**config.mk**
```make
export PLATFORM = sky130hd
export DESIGN_NAME = arbiter_rr_n
export DESIGN_NICKNAME = d
export VERILOG_FILES = /design/src/rtl/arbiter_rr_n.sv
export SDC_FILE = /design/constraint.sdc
export NUM_CORES = 1
export LEC_CHECK = 0
export BUFFER_PORTS_ARGS = -buffer_cell sky130_fd_sc_hd__buf_2
export CAP_MARGIN = 10
export CORE_MARGIN = 5
export CORE_UTILIZATION = 25
export DETAILED_ROUTE_END_ITERATION = 8
export GPL_TIMING_DRIVEN = 0
export SETUP_SLACK_MARGIN = 0.4
export SYNTH_ARGS = -nofsm -noshare
export SYNTH_HDL_FRONTEND = slang
export SYNTH_SLANG_ARGS = --single-unit
```
**constraint.sdc**
```tcl
create_clock -name clk -period 3.1 [get_ports clk]
set_input_delay 0.31 -clock clk [delete_from_list [all_inputs] [get_ports clk]]
set_output_delay 0.31 -clock clk [all_outputs]
set_load 0.005 [all_outputs]
```
**src/rtl/arbiter_rr_n.sv**
```systemverilog
// N-requester round-robin arbiter with registered one-hot grant, grant
// locking while the holder keeps requesting, optional maximum hold time and
// an encoded grant index.
module arbiter_rr_n #(
  parameter  int unsigned N        = 3,
  parameter  int unsigned MAX_HOLD = 0,
  localparam int unsigned ID_W     = $clog2(N)
) (
  input  logic            clk,
  input  logic            rst,
  input  logic [N-1:0]    req,
  output logic [N-1:0]    grant,
  output logic            grant_valid,
  output logic [ID_W-1:0] grant_id
);

  // Hold counter only needs to reach MAX_HOLD-1; it saturates beyond that.
  localparam int unsigned CNT_W    = (MAX_HOLD > 2) ? $clog2(MAX_HOLD) : 1;
  localparam int unsigned HOLD_LIM = (MAX_HOLD == 0) ? 0 : MAX_HOLD - 1;

  logic [ID_W-1:0]  ptr;
  logic [CNT_W-1:0] cnt;

  logic [N-1:0]     grant_n;
  logic             grant_valid_n;
  logic [ID_W-1:0]  grant_id_n;
  logic [ID_W-1:0]  ptr_n;
  logic [CNT_W-1:0] cnt_n;

  logic             found;
  logic [ID_W-1:0]  win;
  int unsigned      pos;
  logic             hold_ok;
  logic             hold;

  // Circular search for the first requester after the last winner.
  always_comb begin
    found = 1'b0;
    win   = '0;
    pos   = 0;
    for (int unsigned k = 1; k <= N; k++) begin
      pos = 32'(ptr) + k;
      if (pos >= N) pos = pos - N;
      if (!found && req[ID_W'(pos)]) begin
        found = 1'b1;
        win   = ID_W'(pos);
      end
    end
  end

  // Next-state: keep the holder while allowed, otherwise reselect.
  always_comb begin
    grant_n       = grant;
    grant_valid_n = grant_valid;
    grant_id_n    = grant_id;
    ptr_n         = ptr;
    cnt_n         = cnt;

    hold_ok = (MAX_HOLD == 0) || (32'(cnt) < HOLD_LIM);
    hold    = grant_valid && req[grant_id] && hold_ok;

    if (hold) begin
      if (cnt != {CNT_W{1'b1}}) cnt_n = cnt + CNT_W'(1);
    end else if (found) begin
      grant_n       = {{(N-1){1'b0}}, 1'b1} << win;
      grant_valid_n = 1'b1;
      grant_id_n    = win;
      ptr_n         = win;
      cnt_n         = '0;
    end else begin
      grant_n       = '0;
      grant_valid_n = 1'b0;
      grant_id_n    = '0;
    end
  end

  // State and output registers; reset points the search at requester 0.
  always_ff @(posedge clk or posedge rst) begin
    if (rst) begin
      grant       <= '0;
      grant_valid <= 1'b0;
      grant_id    <= '0;
      ptr         <= ID_W'(N - 1);
      cnt         <= '0;
    end else begin
      grant       <= grant_n;
      grant_valid <= grant_valid_n;
      grant_id    <= grant_id_n;
      ptr         <= ptr_n;
      cnt         <= cnt_n;
    end
  end

endmodule

```
* Word-level counts from Yosys, hierarchy flattened
Cells that the tools add are included.
** Operators by class
- Shift operators :: 1
- Reductions and logical operators :: 6
- $lt $le $gt $ge :: 7
- Bitwise operators :: 1
- Add/subtract/negate cells :: 6
- Mux-type cells :: 20
** Operator list (number)
- $mux W2 :: 7
- $lt A2 B3 Y1 const B :: 4
- $ge A3 B2 Y1 const B :: 3
- $bmux W1 S2 :: 4
- $mux W1 :: 8
- $add A2 B2 Y3 const B :: 2
- $sub A2 B2 Y2 const B :: 3
- $add A2 B1 Y3 const B :: 1
- $logic_and A1 B1 Y1 :: 3
- $mux W3 :: 1
- $shl A1 B2 Y3 const A :: 1
- $logic_not A1 Y1 :: 2
- $reduce_and A2 Y1 :: 1
- $not A1 Y1 :: 1
** Storage, ports and cells
- Output and inout port bits :: 6
- Bits of input ports :: 5
- Word-level logic and storage cells :: 45
- Flip-flop bits (word level) :: 8

* Logic depth before layout (Yosys ltp)
- Depth after elaboration :: 14
- Mapped depth :: 8
- Mapped depth without buffers :: 7

* Worst setup path before layout
No wires, ideal clock.
- Kind :: register to register
- Start :: reg ptr[1]
- End :: reg grant_id[0]
- Stages on the path, launching flop included :: 8
- Setup slack :: 1.118 ns
- Data required time :: 2.978 ns
- Buffers on the path :: 1
- Clock period less this slack :: 1.982 ns
- Arrival :: 1.860 ns
- Library setup time :: 0.122 ns
- Path through :: dfstp_2 -> inv_1 -> ha_1 -> buf_6 -> nand2b_1 -> a32oi_4 -> a32oi_4 -> a32o_1
** Between the ends
- Cells in the longest elaborated chain, start to end :: 13
- Elaborated cells between the ends (all ways) :: 29
- Those cells by class :: add/sub (6); order compare (3); mux (16); reduce/logical (4)
** RTL lines
- from (decl) :: line 21 : logic [ID_W-1:0] ptr;
- from (signal assigned) :: line 83 : ptr <= ID_W'(N - 1);
- from (signal assigned) :: line 89 : ptr <= ptr_n;
- $add A2 B1 Y3 :: line 42 : pos = 32'(ptr) + k;
- $ge A3 B2 Y1 / $sub A2 B2 Y2 (equally long branches) :: line 43 : if (pos >= N) pos = pos - N;
- $mux W2 :: line 43
- $bmux W1 S2 :: line 44 : if (!found && req[ID_W'(pos)]) begin
- $mux W1 (implied by the code) :: line 44
- $mux W1 :: line 44
- $logic_not A1 Y1 :: line 44
- $logic_and A1 B1 Y1 :: line 44
- $mux W1 :: line 44
- $logic_not A1 Y1 :: line 44
- $logic_and A1 B1 Y1 :: line 44
- $mux W2 / $mux W1 (equally long branches) :: line 44
- $mux W2 * :: line 64 : end else if (found) begin
- to (signal assigned) :: line 88 : grant_id <= grant_id_n;
- to (decl) :: line 14 : output logic [ID_W-1:0] grant_id
Every way passes the cells marked *; elsewhere a longest branch is shown, timed or not. The select of a mux whose other input is x is not followed.
A chain may end at the register's enable or synchronous reset.

* Worst setup path after layout
- Start :: reg ptr[1]
- End :: reg ptr[0]
** Between the ends
- Cells in the longest elaborated chain, start to end :: 13
- Elaborated cells between the ends (all ways) :: 29
- Those cells by class :: add/sub (6); order compare (3); mux (15); reduce/logical (5)
** RTL lines (line)
- $add A2 B1 Y3 :: 42
- $ge A3 B2 Y1 / $sub A2 B2 Y2 (equally long branches) :: 43
- $mux W2 :: 43
- $bmux W1 S2 :: 44
- $mux W1 (implied by the code) :: 44
- $mux W1 :: 44
- $logic_not A1 Y1 :: 44
- $logic_and A1 B1 Y1 :: 44
- $mux W1 :: 44
- $logic_not A1 Y1 :: 44
- $logic_and A1 B1 Y1 :: 44
- $mux W1 :: 44
- $reduce_and A2 Y1 (no source line)
Several ways; a longest one is shown, not always the timed one. The select of a mux whose other input is x is not followed.

==> impl_summary.txt <==
----------------------------------------------------
[Outcome]
  Run status ... completed

[Die]
  Die width ... 58.6 um
  Die area ... 0.00343 mm^2
  Number of placement rows ... 17
  Num ports ... 11
  Y dimension of the die ... 58.6 um
  Effective utilization at floorplan ... 26.4%
  Area of the core ... 0.00223 mm^2

[Clock network]
  Maximum buffer depth of the clock tree ... 2
  Number of hold-repair buffers added at the cts stage ... 1
  Clock slew at the register clock pins of the worst setup and hold paths ... 0.06 ns
  Number of setup buffers added after CTS ... 0
  Number of buffers created by CTS ... 3
  Total number of clock tree sinks ... 8
  Insertion delay to the later sink of the worst-skew pair ... 0.25 ns
  Maximum level of the CTS H-tree ... 1
  Library cell used as clock root buffer ... clkbuf_4
  TritonCTS clock tree ... built
  Post-CTS resize count ... 0

[Drt]
  Final routed wire length divided by cell count ... 12.0 um
  Vias per cell ... 4.80
  Overall routed net length ... 1180 um
  Iteration count of the initial detailed-routing pass ... 4
  Vias after detailed routing ... 470
  Final routed DRC violation total ... 0
  Antenna-violating nets left ... 0
  Number of DRC markers in iteration 0 ... 5

[Finish]
  Area taken by flip-flops and latches ... 201 um^2
  Area of combinational cells with multiple inputs ... 363 um^2
  Non-filler cells, final ... 98
  Final core utilization ... 31.9%
  Area added between synthesis and finish ... 20.6%
  Layout fillers ... 240
  Antenna Diode Count ... 0
  Post-layout nets ... 79
  Fin area ... 712 um^2
  Share of cells above drive strength 1 ... 32.9%

[Setup path]
  Worst path buffer plus inverter count ... 2
  Endpoint of the worst setup timing path ... ptr[0]$_DFFE_PP0P_
  Delay-heaviest family, CP ... compound AO/OA/AOI/OAI gates
  Critical-path cell list ... inv_1 -> ha_1 -> buf_6 -> nand2b_1 -> a32oi_4 -> a32oi_4 -> o211ai_2 -> o21a_1
  Slowest cell on the critical path ... dfstp_2
  Register-to-Register Setup Slack ... 0.97 ns
  Crit Path Category ... register to register
  Largest stage delay on the critical path ... 0.52 ns
  Arrival time reported for the critical path endpoint ... 2.27 ns
  Type of element launching the critical path ... register
  Worst R2R End ... ptr[0]$_DFFE_PP0P_
  Source of the critical timing path ... ptr[1]$_DFFE_PP1P_
  Instance count on the critical path ... 8
  Reg-to-Reg Start ... ptr[1]$_DFFE_PP1P_
  Worst path most repeated cell ... a32oi_4
  Endpoint class of the critical path ... register
  Logic depth of the worst register-to-register path ... 8
  Top fanout value on the critical path ... 10
  Data required time at the worst endpoint ... 3.24 ns

[STA]
  Unrepaired setup endpoints after global routing ... no
  Relative max-transition margin ... 72.2%
  Fin crit period ... 2.13 ns
  Share of the clock period used by the worst path after layout ... 68.7%
  Final-report max-slew violation count ... 0
  Hold_ws ... 0.438 ns
  Post-route setup slack ... 0.970 ns
  Slew of the pin with the lowest slew margin ... 0.405 ns
  Clock Skew ... 0.00922 ns
  TNS Setup ... 0 ns
  Final count of negative-setup-slack endpoints ... 0
  Count of endpoints failing hold in the final timing report ... 0
  Maximum operating frequency ... 0.469 GHz

[GRT]
  GRT Overall Usage ... 7.80%
  First-pass GRT wire length ... 2120 um
  Sum of overflow across all layers after global routing ... 0
  Antenna violations before repair ... 0
  Vias in the first global route ... 479
  Maximum number of pins on one net before global-route repair ... 11

[Worst hold path]
  Hold Crit Class ... input pin to register
  Hold Path Depth ... 3

[Placed design]
  Post-place setup slack ... 0.972 ns
  Half-perimeter wire length of the detailed placement result ... 915 um
  Routability congestion estimate from global placement ... 0.762
  Input/output buffers ... 10
  Placed standard-cell area ... 676 um^2
  Cell Count Post-Placement ... 93

[Synth]
  Cell types with the highest counts after synthesis ... dfrtp_1 (7), inv_1 (4), mux2i_1 (4), nand2_1 (4)
  Compound-cell area share of the yosys netlist ... 28.4%
  Number of distinct standard cells referenced by the synthesized netlist ... 30
  Gate Count Post-Synth ... 55
  Leading post-synthesis cells by cell area ... dfrtp_1 (30%), a32oi_4 (9.3%), mux2i_1 (6.8%)
  Most frequent cell after synthesis ... dfrtp_1
  Number of enable-type register cells in the synthesized netlist ... 0
  Async set or reset register ratio after synthesis ... 100%
  Share of synthesized area spent on multiplexers ... 8.69%
  Syn_area_per_cell ... 10.7 um^2
  Top cell type's share of synthesized area ... 29.7%
  Syn Std Cell Area ... 591 um^2
  Main combinational cell family by area after synthesis ... compound AO/OA/AOI/OAI gates
  Share of synthesized cell area in and, or, nand and nor gates ... 16.5%
  Sequential share of the synthesized area ... 34.1%
  Most frequently used flop master after synthesis ... dfrtp_1
  Number of synthesis warnings ... 0
  Xor and xnor area share after synthesis ... 1.48%
  Flops & latches, synth ... 8
  Syn nets ... 63
  Arithmetic-cell share of the synthesized area counting full adders, half adders and majority gates ... 6.36%
  Cell type with the largest total area after synthesis ... dfrtp_1

[Power]
  Switching Share ... 44.1%
  Power Total ... 810 uW
  Internal power component ... 453 uW
  Peak VDD IR ... 434 uV
  Clock share of power ... 10.5%
  Net Switching ... 357 uW
  Leakage power ... 0.325 nW
  Portion of total power attributed to combinational logic ... 66.1%
  Power density over the cells ... 1140 mW/mm^2
  Part of the total power dissipated in sequential elements ... 23.5%

[Run]
  Number of max-cap violations ... 0

----------------------------------------------------
## state kept, by name (all words and copies together), names as in the netlist
signal / cells
grant_id: 2
grant_valid: 1
ptr: 2
grant: 3
## worst reg2reg max path, stage by stage (launching register included)
cell and delay [ns]:
dfstp_2 0.52, inv_1 0.06, ha_1 0.30, buf_6 0.15, nand2b_1 0.18, a32oi_4 0.16
a32oi_4 0.34, o211ai_2 0.17, o21a_1 0.13
## per-layer routing
metal	global-route usage, %	wire length [um]
met5	0	0
met4	2.91	7
met3	1.97	27
met2	12.1	548
met1	10.4	592
## power groups by stage
stage / clock network, mW / registers [mW] / logic [mW]
CTS: 0.0855 / 0.192 / 0.538
global route: 0.0950 / 0.198 / 0.591
global placement: 0 / 0.191 / 0.524
finish: 0.0849 / 0.190 / 0.535
floorplan: 0 / 0.191 / 0.428
detailed placement: 0 / 0.194 / 0.530
## area by class of cell
type / count / area share [%]
inverter: 4 / 2.11
clock buffer: 4 / 3.69
buffer: 1 / 1.58
timing repair buffer: 11 / 8.44
tap: 28 / 4.92
multi-input combinational: 42 / 51.0
sequential: 8 / 28.3
## logic make-up (layout without fill, tap and decap cells)
family,count (synthesis),in the layout
adders and majority gates,3,3
buffers and inverters,5,20
muxes,5,5
DFF,8,8
xor gates and xnor gates,1,1
and+or+nand+nor,17,17
AOI/OAI and AO/OA,16,16
## worst min path at each step
| stage | startpoint | endpoint | slack [ns] |
|---|---|---|---|
| 2_1_floorplan | rst | grant[0]$_DFFE_PP0N_ | 0.12 |
| 3_3_place_gp | rst | grant[0]$_DFFE_PP0N_ | 0.26 |
| 3_5_place_dp | rst | ptr[0]$_DFFE_PP0P_ | 0.27 |
| 4_1_cts | req[2] | grant_id[1]$_DFFE_PP0N_ | 0.45 |
| 5_1_grt | req[2] | grant_id[1]$_DFFE_PP0N_ | 0.48 |
| 6_report | req[2] | grant_id[1]$_DFFE_PP0N_ | 0.44 |
## cell usage in the layout, fill, tap and decap left out, drive strengths merged, types with 2 or more instances in the layout
cell / Yosys / layout
buf: 1 / 11
dfrtp: 7 / 7
nand2: 5 / 5
mux2i: 4 / 4
inv: 4 / 4
o21ai: 4 / 4
clkbuf: 0 / 4
nand2b: 3 / 3
nand3: 3 / 3
ha: 3 / 3
a32oi: 2 / 2
o21a: 2 / 2
(Power assumes the default switching activity.)
